$ cat config.mk
export PLATFORM = sky130hd
export DESIGN_NAME = router_out_arbiter_flat
export DESIGN_NICKNAME = d
export VERILOG_FILES = /design/src/rtl/router_out_arbiter_if.sv /design/src/rtl/router_out_arbiter.sv /design/src/flat_wrapper.sv
export SDC_FILE = /design/constraint.sdc
export NUM_CORES = 1
export LEC_CHECK = 0
export BUFFER_PORTS_ARGS = -buffer_cell sky130_fd_sc_hd__buf_2
export CORE_ASPECT_RATIO = 0.5
export CORE_UTILIZATION = 45
export CTS_CLUSTER_DIAMETER = 50
export DETAILED_ROUTE_END_ITERATION = 16
export GPL_TIMING_DRIVEN = 1
export PLACE_DENSITY = 0.72
export SYNTH_ARGS = -nofsm -noshare
export SYNTH_HDL_FRONTEND = slang
export SYNTH_SLANG_ARGS = --single-unit
$ cat constraint.sdc
create_clock -name clk -period 15.2 [get_ports clk]
set_clock_uncertainty 0.1 [all_clocks]
set_input_delay 3.04 -clock clk [delete_from_list [all_inputs] [get_ports clk]]
set_output_delay 3.04 -clock clk [all_outputs]
set_load 0.005 [all_outputs]
$ cat src/rtl/router_out_arbiter_if.sv
// Handshake bundle between the input ports, one output arbiter and the downstream link.
//   req_in   : per-input request, head-of-queue flit targets this output
//   flit_in  : packed head-of-queue flits, input i at [i*FLIT_W +: FLIT_W]
//   pop_out  : one-hot, flit of input i consumed this cycle
//   out_flit : registered flit toward the downstream router
//   out_req  : out_flit valid
//   in_ack   : downstream accepts out_flit this cycle
// The master modport is the upstream/downstream side; slave is the arbiter.
interface router_out_arbiter_if #(
  parameter int unsigned N_PORTS = 5,
  parameter int unsigned FLIT_W  = 34
);
  logic [N_PORTS-1:0]        req_in;
  logic [N_PORTS*FLIT_W-1:0] flit_in;
  logic [N_PORTS-1:0]        pop_out;
  logic [FLIT_W-1:0]         out_flit;
  logic                      out_req;
  logic                      in_ack;

  modport master (
    output req_in, flit_in, in_ack,
    input  pop_out, out_flit, out_req
  );

  modport slave (
    input  req_in, flit_in, in_ack,
    output pop_out, out_flit, out_req
  );
endinterface

$ cat src/rtl/router_out_arbiter.sv
// Per-output switch allocator: round-robin among head flits, wormhole lock on the winner
// until its tail, one-entry registered output slot with out_req/in_ack handshake.
//   clk     : clock, rising edge
//   rst     : asynchronous active-low reset
//   bus     : request/flit/pop and output handshake bundle (slave side)
//   grant   : one-hot wormhole owner, zero while idle
//   pkt_cnt : packets forwarded (tail or head+tail popped), wraps
//   err     : sticky protocol-error flag
// Flit type in the top two bits: 10 head, 00 body, 01 tail, 11 head+tail.
module router_out_arbiter #(
  parameter int unsigned N_PORTS = 5,
  parameter int unsigned FLIT_W  = 34,
  parameter int unsigned CNT_W   = 16
) (
  input  logic                clk,
  input  logic                rst,
  router_out_arbiter_if.slave bus,
  output logic [N_PORTS-1:0]  grant,
  output logic [CNT_W-1:0]    pkt_cnt,
  output logic                err
);

  localparam int unsigned IdxW = (N_PORTS > 1) ? $clog2(N_PORTS) : 1;

  typedef enum logic [0:0] {StIdle, StLocked} state_e;

  state_e            state_q, state_d;
  logic [IdxW-1:0]   owner_q, owner_d;
  logic [IdxW-1:0]   rr_ptr_q, rr_ptr_d;
  logic [FLIT_W-1:0] out_flit_q, out_flit_d;
  logic              out_req_q, out_req_d;
  logic [CNT_W-1:0]  pkt_cnt_q, pkt_cnt_d;
  logic              err_q, err_d;

  logic [FLIT_W-1:0]  flit_arr [N_PORTS];
  logic [N_PORTS-1:0] head_req;  // requesting with head or head+tail
  logic [N_PORTS-1:0] mid_req;   // requesting with body or tail
  logic               slot_free;
  logic               rr_found;
  logic [IdxW-1:0]    rr_win;
  int unsigned        srch_idx;
  logic [IdxW-1:0]    srch_idx_n;
  logic               pop_vld;
  logic [IdxW-1:0]    pop_idx;
  logic [N_PORTS-1:0] pop_out;

  // Head types are exactly those with the type MSB set.
  for (genvar i = 0; i < N_PORTS; i++) begin : g_unpack
    assign flit_arr[i] = bus.flit_in[i*FLIT_W +: FLIT_W];
    assign head_req[i] = bus.req_in[i] & flit_arr[i][FLIT_W-1];
    assign mid_req[i]  = bus.req_in[i] & ~flit_arr[i][FLIT_W-1];
  end

  // Slot may be refilled in the same cycle it drains.
  assign slot_free = ~out_req_q | bus.in_ack;

  // Round-robin search starting just after the last packet's winner.
  always_comb begin
    rr_found   = 1'b0;
    rr_win     = rr_ptr_q;
    srch_idx   = 0;
    srch_idx_n = '0;
    for (int unsigned k = 1; k <= N_PORTS; k++) begin
      srch_idx   = (32'(rr_ptr_q) + k) % N_PORTS;
      srch_idx_n = IdxW'(srch_idx);
      if (!rr_found && head_req[srch_idx_n]) begin
        rr_found = 1'b1;
        rr_win   = srch_idx_n;
      end
    end
  end

  // State register.
  always_ff @(posedge clk or negedge rst) begin
    if (!rst) begin
      state_q    <= StIdle;
      owner_q    <= '0;
      rr_ptr_q   <= IdxW'(N_PORTS - 1);
      out_flit_q <= '0;
      out_req_q  <= 1'b0;
      pkt_cnt_q  <= '0;
      err_q      <= 1'b0;
    end else begin
      state_q    <= state_d;
      owner_q    <= owner_d;
      rr_ptr_q   <= rr_ptr_d;
      out_flit_q <= out_flit_d;
      out_req_q  <= out_req_d;
      pkt_cnt_q  <= pkt_cnt_d;
      err_q      <= err_d;
    end
  end

  // Next state and pop decision.
  always_comb begin
    state_d    = state_q;
    owner_d    = owner_q;
    rr_ptr_d   = rr_ptr_q;
    out_flit_d = out_flit_q;
    pkt_cnt_d  = pkt_cnt_q;
    err_d      = err_q;
    pop_vld    = 1'b0;
    pop_idx    = owner_q;
    unique case (state_q)
      StIdle: begin
        if (|mid_req) err_d = 1'b1;
        if (rr_found && slot_free) begin
          pop_vld    = 1'b1;
          pop_idx    = rr_win;
          out_flit_d = flit_arr[rr_win];
          if (flit_arr[rr_win][FLIT_W-2]) begin
            // Single-flit packet: no lock, packet ends immediately.
            pkt_cnt_d = pkt_cnt_q + CNT_W'(1);
            rr_ptr_d  = rr_win;
          end else begin
            state_d = StLocked;
            owner_d = rr_win;
          end
        end
      end
      StLocked: begin
        if (bus.req_in[owner_q] && slot_free) begin
          pop_vld    = 1'b1;
          pop_idx    = owner_q;
          out_flit_d = flit_arr[owner_q];
          case (flit_arr[owner_q][FLIT_W-1 -: 2])
            2'b01: begin
              state_d   = StIdle;
              rr_ptr_d  = owner_q;
              pkt_cnt_d = pkt_cnt_q + CNT_W'(1);
            end
            2'b00: ;
            default: begin
              // Stray head inside a packet keeps the worm intact downstream.
              err_d                        = 1'b1;
              out_flit_d[FLIT_W-1 -: 2]    = 2'b00;
            end
          endcase
        end
      end
    endcase
    if (pop_vld)          out_req_d = 1'b1;
    else if (bus.in_ack)  out_req_d = 1'b0;
    else                  out_req_d = out_req_q;
  end

  // Outputs.
  always_comb begin
    pop_out = '0;
    if (pop_vld) pop_out[pop_idx] = 1'b1;
    grant = '0;
    if (state_q == StLocked) grant[owner_q] = 1'b1;
  end

  assign bus.pop_out  = pop_out;
  assign bus.out_flit = out_flit_q;
  assign bus.out_req  = out_req_q;
  assign pkt_cnt      = pkt_cnt_q;
  assign err          = err_q;

endmodule

$ cat src/flat_wrapper.sv
// flat-port wrapper written by rule: the top's interface ports become plain ports
module router_out_arbiter_flat 
#(
  parameter int unsigned N_PORTS = 5,
  parameter int unsigned FLIT_W  = 34,
  parameter int unsigned CNT_W   = 16
)
  (clk, rst, grant, pkt_cnt, err, bus_req_in, bus_flit_in, bus_in_ack, bus_pop_out, bus_out_flit, bus_out_req);
  router_out_arbiter_if #(.N_PORTS(N_PORTS), .FLIT_W(FLIT_W)) bus_i ();
  input  logic clk;
  input  logic rst;
  output logic [N_PORTS-1:0] grant;
  output logic [CNT_W-1:0] pkt_cnt;
  output logic err;
  input wire logic [$bits(bus_i.req_in)-1:0] bus_req_in;
  input wire logic [$bits(bus_i.flit_in)-1:0] bus_flit_in;
  input wire logic [$bits(bus_i.in_ack)-1:0] bus_in_ack;
  output wire logic [$bits(bus_i.pop_out)-1:0] bus_pop_out;
  output wire logic [$bits(bus_i.out_flit)-1:0] bus_out_flit;
  output wire logic [$bits(bus_i.out_req)-1:0] bus_out_req;
  assign bus_i.req_in = bus_req_in;
  assign bus_i.flit_in = bus_flit_in;
  assign bus_i.in_ack = bus_in_ack;
  assign bus_pop_out = bus_i.pop_out;
  assign bus_out_flit = bus_i.out_flit;
  assign bus_out_req = bus_i.out_req;
  router_out_arbiter #(.N_PORTS(N_PORTS), .FLIT_W(FLIT_W), .CNT_W(CNT_W)) u_core (.clk(clk), .rst(rst), .bus(bus_i), .grant(grant), .pkt_cnt(pkt_cnt), .err(err));
endmodule
# == After elaboration in Yosys (flattened, before gate mapping) ==
# Cells that the tools add are included.
# word_totals
mem_bits_ro,0
ram_bits,0
memories,0
latch_bits,0
in_bits,178
ff_bits,59
# op_classes
mul,0
n_reduce_logical,20
addsub,6
order_cmp,11
n_eq_ne,7
n_bitwise,21
n_shift,0
n_div,5
n_mux,64
# op_table
cell,count
$bmux 34 s3,2
$mux 34,6
$mod 32x3->32 const B,5
$pmux 34 s2,1
$mux 16,4
$pmux 16 s2,1
$mux 3,10
$lt 3x4->1 const B,7
$mux 1,24
$bmux 1 s3,6
$add 16x1->16 const B,1
$pmux 3 s2,2
$and 1x1->1,10
$mux 5,2
$add 3x2->4 const B,2
$add 3x3->4 const B,2
$ge 4x4->1 const B,2
$logic_and 1x1->1,8
$not 1->1,8
$not 3->4,2
$demux 1 s3,2
$ge 3x1->1 const B,2
$ne 2x1->1 const B,3
$ne 2x2->1 const B,3
13 further kinds,19

# == Depth between registers and ports, before layout ==
# Gate-level depths: netlist (run 1).
# logic_depth
ltp_word,25
ltp_mapped,26

# == Worst setup path before layout (run 1) ==
# No wires, ideal clock.
# synth_timing
kind,input port to output port
from,in bus_flit_in[135]
to,out bus_pop_out[4]
arrival_ps,5932
path_slack_ps,6128
cell_stages,13
n_path_buf,3
cell_sequence,and3_1 -> a2111oi_1 -> mux2i_1 -> a22oi_1 -> o32a_2 -> and3_1 -> a32oi_1 -> nor2b_1 -> clkbuf_1 -> a21oi_1 -> clkbuf_1 -> clkbuf_1 -> nor2_1
# synth_via
elab_chain_cells,24
elab_cells_between_ends,40
classes_between,2 x order compare; 27 x mux; 1 x bitwise; 10 x reduce/logical
# synth_lines
item,line_no,rtl
start: declaration,flat_wrapper.sv:16,input wire logic [$bits(bus_i.flit_in)-1:0] bus_flit_in;
$and 1x1->1 *,router_out_arbiter.sv:50,assign head_req[i] = bus.req_in[i] & flit_arr[i][FLIT_W-1];
$bmux 1 s3,router_out_arbiter.sv:66,if (!rr_found && head_req[srch_idx_n]) begin
$mux 1 (implied by the code),router_out_arbiter.sv:66,
$mux 1,router_out_arbiter.sv:66,
$logic_not 1->1,router_out_arbiter.sv:66,
$logic_and 1x1->1,router_out_arbiter.sv:66,
$mux 1,router_out_arbiter.sv:66,
$logic_not 1->1,router_out_arbiter.sv:66,
[... 8 more ...],-,
$logic_and 1x1->1,router_out_arbiter.sv:107,if (rr_found && slot_free) begin
$mux 3,router_out_arbiter.sv:107,
$pmux 3 s2,router_out_arbiter.sv:104,unique case (state_q)
$lt 3x4->1 (implied by the code) / $ge 3x1->1 (equally long branches),router_out_arbiter.sv:150,if (pop_vld) pop_out[pop_idx] = 1'b1;
$logic_and 1x1->1 (implied by the code),router_out_arbiter.sv:150,
$mux 1 (implied by the code),router_out_arbiter.sv:150,
$demux 1 s3,-,
$mux 5 *,router_out_arbiter.sv:150,
end: declaration,flat_wrapper.sv:18,output wire logic [$bits(bus_i.pop_out)-1:0] bus_pop_out;
# Mark *: on every way between the ends. The rest lies on a longest branch, timed or not. The select of a mux whose other input is x is not followed.

# == Worst setup path after layout (run 1) ==
# layout_timing
from,reg u_core.rr_ptr_q[1]
to,out bus_pop_out[1]
# layout_via
elab_chain_cells,25
elab_cells_between_ends,49
classes_between,5 x add/sub; 5 x div; 2 x order compare; 27 x mux; 10 x reduce/logical
# layout_lines
item,line_no,rtl
start: declaration,router_out_arbiter.sv:29,"logic [IdxW-1:0] rr_ptr_q, rr_ptr_d;"
start signal: assignment,router_out_arbiter.sv:78,rr_ptr_q <= IdxW'(N_PORTS - 1);
start signal: assignment,router_out_arbiter.sv:86,rr_ptr_q <= rr_ptr_d;
$add 3x1->4,router_out_arbiter.sv:64,srch_idx = (32'(rr_ptr_q) + k) % N_PORTS;
$mod 32x3->32,router_out_arbiter.sv:64,
$bmux 1 s3,router_out_arbiter.sv:66,
$mux 1 (implied by the code),router_out_arbiter.sv:66,
$mux 1,router_out_arbiter.sv:66,
$logic_not 1->1,router_out_arbiter.sv:66,
$logic_and 1x1->1,router_out_arbiter.sv:66,
$mux 1,router_out_arbiter.sv:66,
[... 9 more ...],-,
$logic_and 1x1->1,router_out_arbiter.sv:107,
$mux 3,router_out_arbiter.sv:107,
$pmux 3 s2,router_out_arbiter.sv:104,
$lt 3x4->1 (implied by the code) / $ge 3x1->1 (equally long branches),router_out_arbiter.sv:150,
$logic_and 1x1->1 (implied by the code),router_out_arbiter.sv:150,
$mux 1 (implied by the code),router_out_arbiter.sv:150,
$demux 1 s3,-,
$mux 5 *,router_out_arbiter.sv:150,
# Marks and branches as above.

==> run_results.csv, run 1 <==
group,metric,value,unit
sta,worst_slack,4.88,ns
floorplan,die_area,0.0169,mm^2
sta,setup_viol,0,
place,place_area,0.00868,mm^2
sta,period_share,67.9,%
route,detail_route.wl_per_cell,19.0,um
sta,hold_viol,0,
floorplan,core,0.0157,mm^2
grt,antenna_found_initial,2,
grt,grt_usage,28.1,%
flow_run,drv_cap,0,
route,viasPerCell,6.26,
yosys,syn_area,0.00736,mm^2
yosys,syn_avg_cell_area,8.69,um^2
yosys,yosysWarnings,0,
grt,grt_max_degree,74,
yosys,syn-num-nets,1052,
final_layout,areaGrowthSynthToFinish,22.1,%
grt,grt_pass1_wl,38600,um
floorplan,rows,32,
clock_tree,clock_latency,0.32,ns
clock_tree,cts_hold_buf,0,
clock_tree,cts_setup_buffers,0,
yosys,synth.distinct_cells,76,
worst_setup_path,critPathCaptureType,"output pin",
yosys,synth_top_area_share,19.7,%
route,firstDrtPassIters,5,
route,wl,23900,um
yosys,synth_cells,847,
worst_setup_path,path_max_fanout,71,
sta,tns,0,ns
clock_tree,clockRootBuffer,"clkbuf_16",
final_layout,drive_gt1_share,32.3,%
worst_setup_path,regToRegSetupSlack,7.19,ns
sta,tightest_slew,1.05,ns
yosys,ys.flop_type,"dfrtp_1",
worst_hold_path,hp-class,"reg2reg",
yosys,synthTopCellsByCount,"a21oi_1 (85), dfrtp_1 (58), clkbuf_1 (54)",
worst_setup_path,worstSetupPathType,"reg2out",
worst_setup_path,critPathSlowestCell,"dfrtp_1",
route,num_vias,7903,
floorplan,die_x,183,um
floorplan,die_height,92.5,um
worst_setup_path,cp_top_family,"buffers and inverters",
clock_tree,clockBufferDepth,2,
clock_tree,ctsResizeCount,0,
worst_setup_path,cp_cell_sequence,"inv_2 > ha_1 > inv_1 > ha_1 > or2_2 > o21ai_1 > xnor2_1 > ha_1 > nand2b_1 > o2111ai_1 > and3_1 > and3_1 > o211a_1 > and3b_1 > a311o_1 > a32oi_4 > buf_4 > inv_2 > a31oi_1 > nor2_1 > buf_2",
clock_tree,cts.clk_slew.worst_paths,0.05,ns
final_layout,fin_area,0.00899,mm^2
worst_setup_path,crit_required,12.06,ns
floorplan,io_pins,240,
worst_setup_path,path_buf_inv,5,
grt,grt_pass1_vias,7557,
route,drc,0,
yosys,async_reset_ff_share,100,%
sta,rsz0062_at_grt,"no",
sta,slew_viol_final,0,
final_layout,fin_nets,1241,
route,postRouteAntennaNets,0,
yosys,synth_edf_count,0,
sta,period_needed,10.32,ns
worst_setup_path,critical_path_arrival,7.18,ns
clock_tree,cts-buffers-inserted,9,
grt,gr-total-overflow,0,
final_layout,final_util,57.3,%
yosys,synth-seq-cells,59,
yosys,yosysMostFrequentCell,"a21oi_1",
clock_tree,htree_levels,3,
clock_tree,tritoncts,"done",
worst_setup_path,path_common_cell,"ha_1",
clock_tree,clock-sinks,59,
route,drt_iter0_drc,534,
place,hpwl,17200,um
sta,fmax,96.9,MHz
yosys,synth_area_leaders,"dfrtp_1 (20%), mux4_2 (11%), mux2i_1 (6.4%), a21oi_1 (5.8%), ha_1 (4.6%)",
yosys,synth-seq-area-share,20.1,%
place,post-place-ws,4.96,ns
place,io_buffers,239,
floorplan,start_util,46.9,%
worst_setup_path,cp-start-kind,"flop",
yosys,yosysTopAreaCell,"dfrtp_1",
worst_setup_path,critPathMaxStageDelay,0.87,ns
place,gp_congestion,0.916,
sta,relSlewSlack,29.5,%
status,outcome,"finished clean",
[final timing paths]
kind                                           startpoint                             endpoint  cells past startpoint
max                        u_core.rr_ptr_q[1]$_DFFE_PN0P_                       bus_pop_out[1]                     21
min                        u_core.pkt_cnt[15]$_DFFE_PN0P_       u_core.pkt_cnt[15]$_DFFE_PN0P_                      1
max reg2reg                u_core.rr_ptr_q[1]$_DFFE_PN0P_       u_core.pkt_cnt[11]$_DFFE_PN0P_                     22
min reg2reg                u_core.pkt_cnt[15]$_DFFE_PN0P_       u_core.pkt_cnt[15]$_DFFE_PN0P_                      1
max in group asynchronous                             rst             u_core.state_q$_DFF_PN0_                      2
min in group asynchronous                             rst  u_core.bus.out_flit[22]$_DFFE_PN0P_                      2
[through the flow]
stage | hold WS [ns] | instances
finish | 0.371 | 1263
global route | 0.407 | 1263
CTS | 0.380 | 1262
detailed placement | 0.370 | 1246
global placement | 0.357 | 1246
floorplan | 0.365 | 847
[worst register-to-register path, cell delays in order (launching register included)]
cell and delay (ns):
dfrtp_1 0.87, inv_2 0.30, ha_1 0.68, inv_1 0.17
ha_1 0.23, or2_2 0.31, o21ai_1 0.17, xnor2_1 0.24
ha_1 0.28, nand2b_1 0.10, o2111ai_1 0.13, and3_1 0.31
and3_1 0.19, o211a_1 0.22, and3b_1 0.25, a311o_1 0.40
a32oi_4 0.23, buf_4 0.71, inv_2 0.60, o41ai_1 0.54
a31oi_2 0.27, nor4_1 0.47, xor2_1 0.18
[placed cells by master (no fill, tap or decap), drive strengths merged, types with 4 or more instances in the layout]
master and n:
o211ai 8, a211oi 38, nor2b 5, nor3 14, nand4 4, xor2 12
o22ai 4, nand2 44, a221o 33, o21ai 19, mux2 4, a22o 34
buf 250, a31oi 11, mux2i 47, o2111ai 5, and2 39, xnor2 12
and3 12, clkbuf 11, mux4 35, or2 6, a21oi 88, nand3b 5
nor4 6, a32oi 7, nor2 36, o211a 7, ha 27, dfrtp 58
nand2b 15, o21a 5, inv 31, nand3 21, a22oi 36, nor4b 4
[sequential cells by signal (all words and copies together) (netlist names)]
name                 cells
u_core.bus.out_flit     34
u_core.pkt_cnt          16
u_core.owner_q           3
u_core.rr_ptr_q          3
u_core.bus.out_req       1
u_core.err               1
u_core.state_q           1
[final cells by class]
type	instances	area [um^2]
fill	1478	6700
multi-input combinational	685	5530
sequential	59	1480
timing repair buffer	250	1280
tap	221	277
clock buffer	11	243
inverter	31	116
clock inverter	5	61.3
antenna	1	2.50
[cell families (layout without fill, tap and decap cells)]
logic type               Yosys count  in the layout  share of synthesized area, %
AO/OA/AOI/OAI                    325            325                          32.6
XOR/XNOR                          24             24                          3.06
adder cells (fa/ha/maj)           27             27                          4.59
buffers and inverters            103            297                          5.42
flip-flops                        59             59                          20.1
multiplexers                      86             86                          17.7
other                              0              1                             0
AND/OR/NAND/NOR                  223            223                          16.6
[metal layers]
metal	part of all wire [%]	vias up	track usage, %
met5	0	-	0
met4	2.4	0	9.03
met3	5.4	44	4.33
met2	48	301	47.8
met1	45	3841	36.8
li1	-	3717	-
Power of run 1 is not shown: default switching activity piles up to over one toggle a cycle in this logic, so the estimate is an artifact.
==> inputs of run 2 (changes only) <==
--- a/config.mk
+++ b/config.mk
@@ -5,13 +5,14 @@
 export SDC_FILE = /design/constraint.sdc
 export NUM_CORES = 1
 export LEC_CHECK = 0
+export ABC_AREA = 1
 export BUFFER_PORTS_ARGS = -buffer_cell sky130_fd_sc_hd__buf_2
 export CORE_ASPECT_RATIO = 0.5
 export CORE_UTILIZATION = 45
 export CTS_CLUSTER_DIAMETER = 50
 export DETAILED_ROUTE_END_ITERATION = 16
 export GPL_TIMING_DRIVEN = 1
-export PLACE_DENSITY = 0.72
+export PLACE_DENSITY = 0.71
 export SYNTH_ARGS = -nofsm -noshare
 export SYNTH_HDL_FRONTEND = slang
 export SYNTH_SLANG_ARGS = --single-unit
==> constraint.sdc (replaced) <==
create_clock -name clk -period 9.7 [get_ports clk]
set_clock_uncertainty 0.1 [all_clocks]
set_input_delay 1.94 -clock clk [delete_from_list [all_inputs] [get_ports clk]]
set_output_delay 1.94 -clock clk [all_outputs]
set_load 0.005 [all_outputs]
==> run_results.csv, run 2 <==
group,metric,value,unit
sta,period_share,87.1,%
yosys,async_reset_ff_share,100,%
yosys,synth.distinct_cells,46,
grt,grt_usage,31.2,%
clock_tree,htree_levels,3,
grt,grt_max_degree,134,
route,firstDrtPassIters,5,
worst_setup_path,critPathSlowestCell,"dfrtp_1",
grt,grt_pass1_wl,47300,um
route,drt_iter0_drc,975,
worst_hold_path,hp-class,"reg2reg",
yosys,synth_edf_count,0,
route,drc,0,
route,viasPerCell,5.51,
yosys,yosysTopAreaCell,"nand2_1",
worst_setup_path,critPathMaxStageDelay,0.82,ns
route,num_vias,10197,
floorplan,rows,34,
floorplan,io_pins,240,
clock_tree,cts_hold_buf,0,
floorplan,start_util,46.4,%
worst_setup_path,path_common_cell,"nand2_1",
clock_tree,clock-sinks,59,
worst_setup_path,critical_path_arrival,6.41,ns
clock_tree,cts-buffers-inserted,9,
yosys,synth-seq-cells,59,
clock_tree,cts.clk_slew.worst_paths,0.06,ns
sta,relSlewSlack,18.1,%
sta,period_needed,8.45,ns
sta,worst_slack,1.25,ns
grt,gr-total-overflow,0,
place,io_buffers,239,
final_layout,areaGrowthSynthToFinish,17.8,%
route,wl,28900,um
yosys,synth_area_leaders,"nand2_1 (25%), dfrtp_1 (18%), inv_1 (6.4%), nand3_1 (6.1%), nor2_1 (6.0%)",
sta,tns,0,ns
place,hpwl,20000,um
final_layout,largest_reg_flops,34,
worst_setup_path,worstSetupPathType,"reg2out",
sta,rsz0062_at_grt,"no",
worst_setup_path,critPathCaptureType,"output pin",
place,post-place-ws,1.67,ns
floorplan,die_area,0.0187,mm^2
worst_setup_path,cp-start-kind,"flop",
sta,setup_viol,0,
status,outcome,"finished clean",
place,gp_congestion,0.933,
final_layout,fin_nets,1813,
sta,slew_viol_final,0,
grt,grt_pass1_vias,9710,
clock_tree,cts_setup_buffers,0,
yosys,yosysWarnings,0,
yosys,yosysMostFrequentCell,"nand2_1",
sta,hold_viol,0,
grt,antenna_found_initial,2,
floorplan,die_x,192,um
final_layout,drive_gt1_share,20.2,%
yosys,syn-num-nets,1634,
yosys,syn_avg_cell_area,5.69,um^2
yosys,syn_area,0.00814,mm^2
yosys,synth_top_area_share,25.1,%
clock_tree,clockRootBuffer,"clkbuf_16",
yosys,synth-seq-area-share,18.2,%
route,detail_route.wl_per_cell,15.6,um
flow_run,drv_cap,0,
yosys,synth_cells,1429,
final_layout,final_util,54.7,%
worst_setup_path,crit_required,7.66,ns
route,postRouteAntennaNets,0,
floorplan,core,0.0175,mm^2
sta,hold_slack,0.376,ns
floorplan,die_height,97.1,um
final_layout,final_cell_mix,"nand2_1 (545), buf_2 (239), inv_1 (136)",
yosys,ys.flop_type,"dfrtp_1",
clock_tree,clockBufferDepth,2,
clock_tree,clock_latency,0.35,ns
yosys,synthTopCellsByCount,"nand2_1 (545), inv_1 (138), nor2_1 (131)",
sta,tightest_slew,1.23,ns
worst_setup_path,path_max_fanout,35,
final_layout,final_common_cell,"nand2_1",
clock_tree,tritoncts,"done",
clock_tree,ctsResizeCount,0,
sta,fmax,118,MHz
[run 2: cell types whose count changed after synthesis, sizes merged, moves of 32 or more]
cell	change
nand3	+91
a41oi	+32
and2	-38
nand2	+519
a221o	-33
a22o	-34
inv	+120
mux4	-35
o21ai	+69
a211oi	-38
mux2i	-47
nor2	+97
a21oi	-47
a22oi	-36
[run 2: layout make-up]
cell class | instances | area, um^2
multi-input cells | 1133 | 5640
inverters | 153 | 578
fillers | 1795 | 7940
flip-flops and latches | 59 | 1480
repair buffers | 252 | 1290
clock inverters | 7 | 76.3
diodes | 3 | 7.51
well taps | 234 | 293
clock buffers | 9 | 225
[run 2: logic make-up after synthesis]
kind of cell / share of synthesized area (%)
adder cells (fa/ha/maj): 4.15
buffers and inverters: 12.6
XOR/XNOR: 1.94
flip-flops: 18.2
AND/OR/NAND/NOR: 47.5
AO/OA/AOI/OAI: 15.6
[run 2: through the flow]
stage	area, um^2	std cells
floorplan	8140	1429
global placement	9280	1831
detailed placement	9280	1831
CTS	9580	1847
global route	9590	1850
finish	9590	1850
[run 2: layer usage]
layer	up-vias	part of all wire, %	GRT usage (%)
li1	4986	-	-
met2	493	46	51.0
met3	72	8.3	4.44
met5	-	0	0
met4	0	3.1	13.9
met1	4646	42	40.9
[run 2: final timing paths]
kind	from	end	slack (ns)	cells past startpoint
max in group asynchronous	rst	u_core.state_q$_DFF_PN0_	7.20	2
hold reg to reg	u_core.bus.out_flit[28]$_DFFE_PN0P_	u_core.bus.out_flit[28]$_DFFE_PN0P_	0.38	2
hold / removal	u_core.bus.out_flit[28]$_DFFE_PN0P_	u_core.bus.out_flit[28]$_DFFE_PN0P_	0.38	2
setup reg to reg	u_core.rr_ptr_q[0]$_DFFE_PN0P_	u_core.pkt_cnt[5]$_DFFE_PN0P_	1.76	31
setup / recovery	u_core.rr_ptr_q[0]$_DFFE_PN0P_	bus_pop_out[4]	1.25	28
min in group asynchronous	rst	u_core.pkt_cnt[15]$_DFFE_PN0P_	1.68	2
[run 2: worst max-delay path, delay by kind of cell, from the launching register on]
kind / cells / cell delay, ns
AO/OA/AOI/OAI: 1 / 0.12
AND/OR/NAND/NOR: 18 / 2.67
flip-flops: 1 / 0.82
adder cells (fa/ha/maj): 3 / 1.12
XOR/XNOR: 1 / 0.33
buffers and inverters: 5 / 0.97
Power of run 2 is left out for the same reason.
==> inputs of run 3 (changes only) <==
--- a/config.mk
+++ b/config.mk
@@ -9,6 +9,7 @@
 export BUFFER_PORTS_ARGS = -buffer_cell sky130_fd_sc_hd__buf_2
 export CORE_ASPECT_RATIO = 0.5
 export CORE_UTILIZATION = 45
+export CTS_BUF_LIST = sky130_fd_sc_hd__clkbuf_8
 export CTS_CLUSTER_DIAMETER = 50
 export DETAILED_ROUTE_END_ITERATION = 16
 export GPL_TIMING_DRIVEN = 1
==> run_results.csv, run 3 (synthesis gave the netlist of run 2 again) <==
group,metric,value,unit
floorplan,start_util,46.4,%
sta,tns,0,ns
route,viasPerCell,5.52,
clock_tree,cts_hold_buf,0,
sta,period_share,87.4,%
grt,grt.busiest_layer,"met2",
worst_hold_path,hp-class,"reg2reg",
place,gp_congestion,0.933,
place,io_buffers,239,
sta,slew_viol_final,0,
clock_tree,ctsResizeCount,0,
final_layout,fillCellCount,1814,
floorplan,core,0.0175,mm^2
grt,antenna_found_initial,2,
clock_tree,clock-sinks,59,
route,drc,0,
final_layout,largest_reg_flops,34,
place,hpwl,20000,um
worst_setup_path,path_buf_inv,5,
floorplan,rows,34,
place,dpl.cell_count,1831,
sta,hold_slack,0.381,ns
sta,fmax,118,MHz
floorplan,die_height,97.1,um
route,firstDrtPassIters,6,
clock_tree,clockBufferDepth,2,
floorplan,io_pins,240,
worst_setup_path,critPathMaxStageDelay,0.83,ns
final_layout,areaGrowthSynthToFinish,16.6,%
flow_run,drv_cap,0,
clock_tree,cts-buffers-inserted,9,
final_layout,drive_gt1_share,20.2,%
status,outcome,"finished clean",
sta,tightest_slew,1.23,ns
clock_tree,cts_setup_buffers,0,
grt,gr-total-overflow,0,
floorplan,die_area,0.0187,mm^2
worst_setup_path,path_max_fanout,35,
final_layout,final_cell_mix,"nand2_1 (545), buf_2 (239), inv_1 (136)",
grt,grt_max_degree,134,
grt,grt_use_met3,3.90,%
sta,rsz0062_at_grt,"no",
sta,setup_viol,0,
grt,grtUsageMet2,51.2,%
route,detail_route.wl_per_cell,15.6,um
worst_setup_path,path_common_cell,"nand2_1",
grt,gr-usage-met1,41.0,%
sta,worst_slack,1.22,ns
clock_tree,clockRootBuffer,"clkbuf_8",
sta,period_needed,8.48,ns
grt,grt_usage,31.1,%
sta,relSlewSlack,18.2,%
place,post-place-ws,1.67,ns
final_layout,final_common_cell,"nand2_1",
route,wl,28800,um
route,postRouteAntennaNets,0,
sta,hold_viol,0,
worst_setup_path,critPathSlowestCell,"dfrtp_1",
worst_setup_path,cp-start-kind,"flop",
final_layout,final_cells,1850,
worst_setup_path,cp_top_family,"simple AND/OR/NAND/NOR gates",
worst_setup_path,worstSetupPathType,"reg2out",
route,drt_iter0_drc,1072,
worst_setup_path,crit_required,7.66,ns
worst_setup_path,critPathCaptureType,"output pin",
final_layout,fin_nets,1813,
clock_tree,cts.clk_slew.worst_paths,0.09,ns
grt,grt_pass1_vias,9675,
clock_tree,tritoncts,"done",
route,num_vias,10220,
clock_tree,htree_levels,3,
clock_tree,clock_latency,0.36,ns
grt,grt_pass1_wl,47300,um
worst_setup_path,critical_path_arrival,6.44,ns
floorplan,die_x,192,um
-- run 3: cell counts in the layout (fill, tap and decap cells not counted) --
No cell type changed its count.
-- run 3: through the flow --
step           utilization [%]  instance area [um^2]
5_1_grt                   54.1                  9490
3_3_place_gp              52.9                  9280
3_5_place_dp              52.9                  9280
4_1_cts                   54.1                  9480
6_report                  54.1                  9490
2_1_floorplan                -                  8140
-- run 3: final cells by class --
cell class / instances / area [um^2] / share of cell area [%]
diodes: 3 / 7.51 / 0.0791
multi-input cells: 1133 / 5640 / 59.4
inverters: 153 / 578 / 6.09
clock buffers: 9 / 124 / 1.31
flip-flops and latches: 59 / 1480 / 15.6
repair buffers: 252 / 1290 / 13.6
clock inverters: 7 / 76.3 / 0.804
well taps: 234 / 293 / 3.09
-- run 3: path summary, 6_finish.rpt --
check                                                    startpoint                                   to  slack [ns]  depth (start not counted)
worst max-delay path                 u_core.rr_ptr_q[0]$_DFFE_PN0P_                       bus_pop_out[4]        1.22                         28
worst min-delay path            u_core.bus.out_flit[28]$_DFFE_PN0P_  u_core.bus.out_flit[28]$_DFFE_PN0P_        0.38                          2
worst max register to register       u_core.rr_ptr_q[0]$_DFFE_PN0P_        u_core.pkt_cnt[5]$_DFFE_PN0P_        1.73                         31
worst min register to register  u_core.bus.out_flit[28]$_DFFE_PN0P_  u_core.bus.out_flit[28]$_DFFE_PN0P_        0.38                          2
max in group asynchronous                                       rst             u_core.state_q$_DFF_PN0_        7.24                          2
min in group asynchronous                                       rst       u_core.pkt_cnt[15]$_DFFE_PN0P_        1.66                          2
-- run 3: layer usage --
layer	vias to the layer above	routed length [um]
li1	4979	-
met1	4661	12400
met3	73	2280
met2	507	13300
met5	-	0
met4	0	883
-- run 3: worst reg2reg max path: cells and delay by family (launching register included) --
family	cells	cell delay, ns
adder cells (fa/ha/maj)	3	1.12
AND/OR/NAND/NOR	22	3.85
XOR/XNOR	1	0.32
buffers and inverters	5	1.70
flip-flops	1	0.83
Power of run 3 is left out for the same reason.
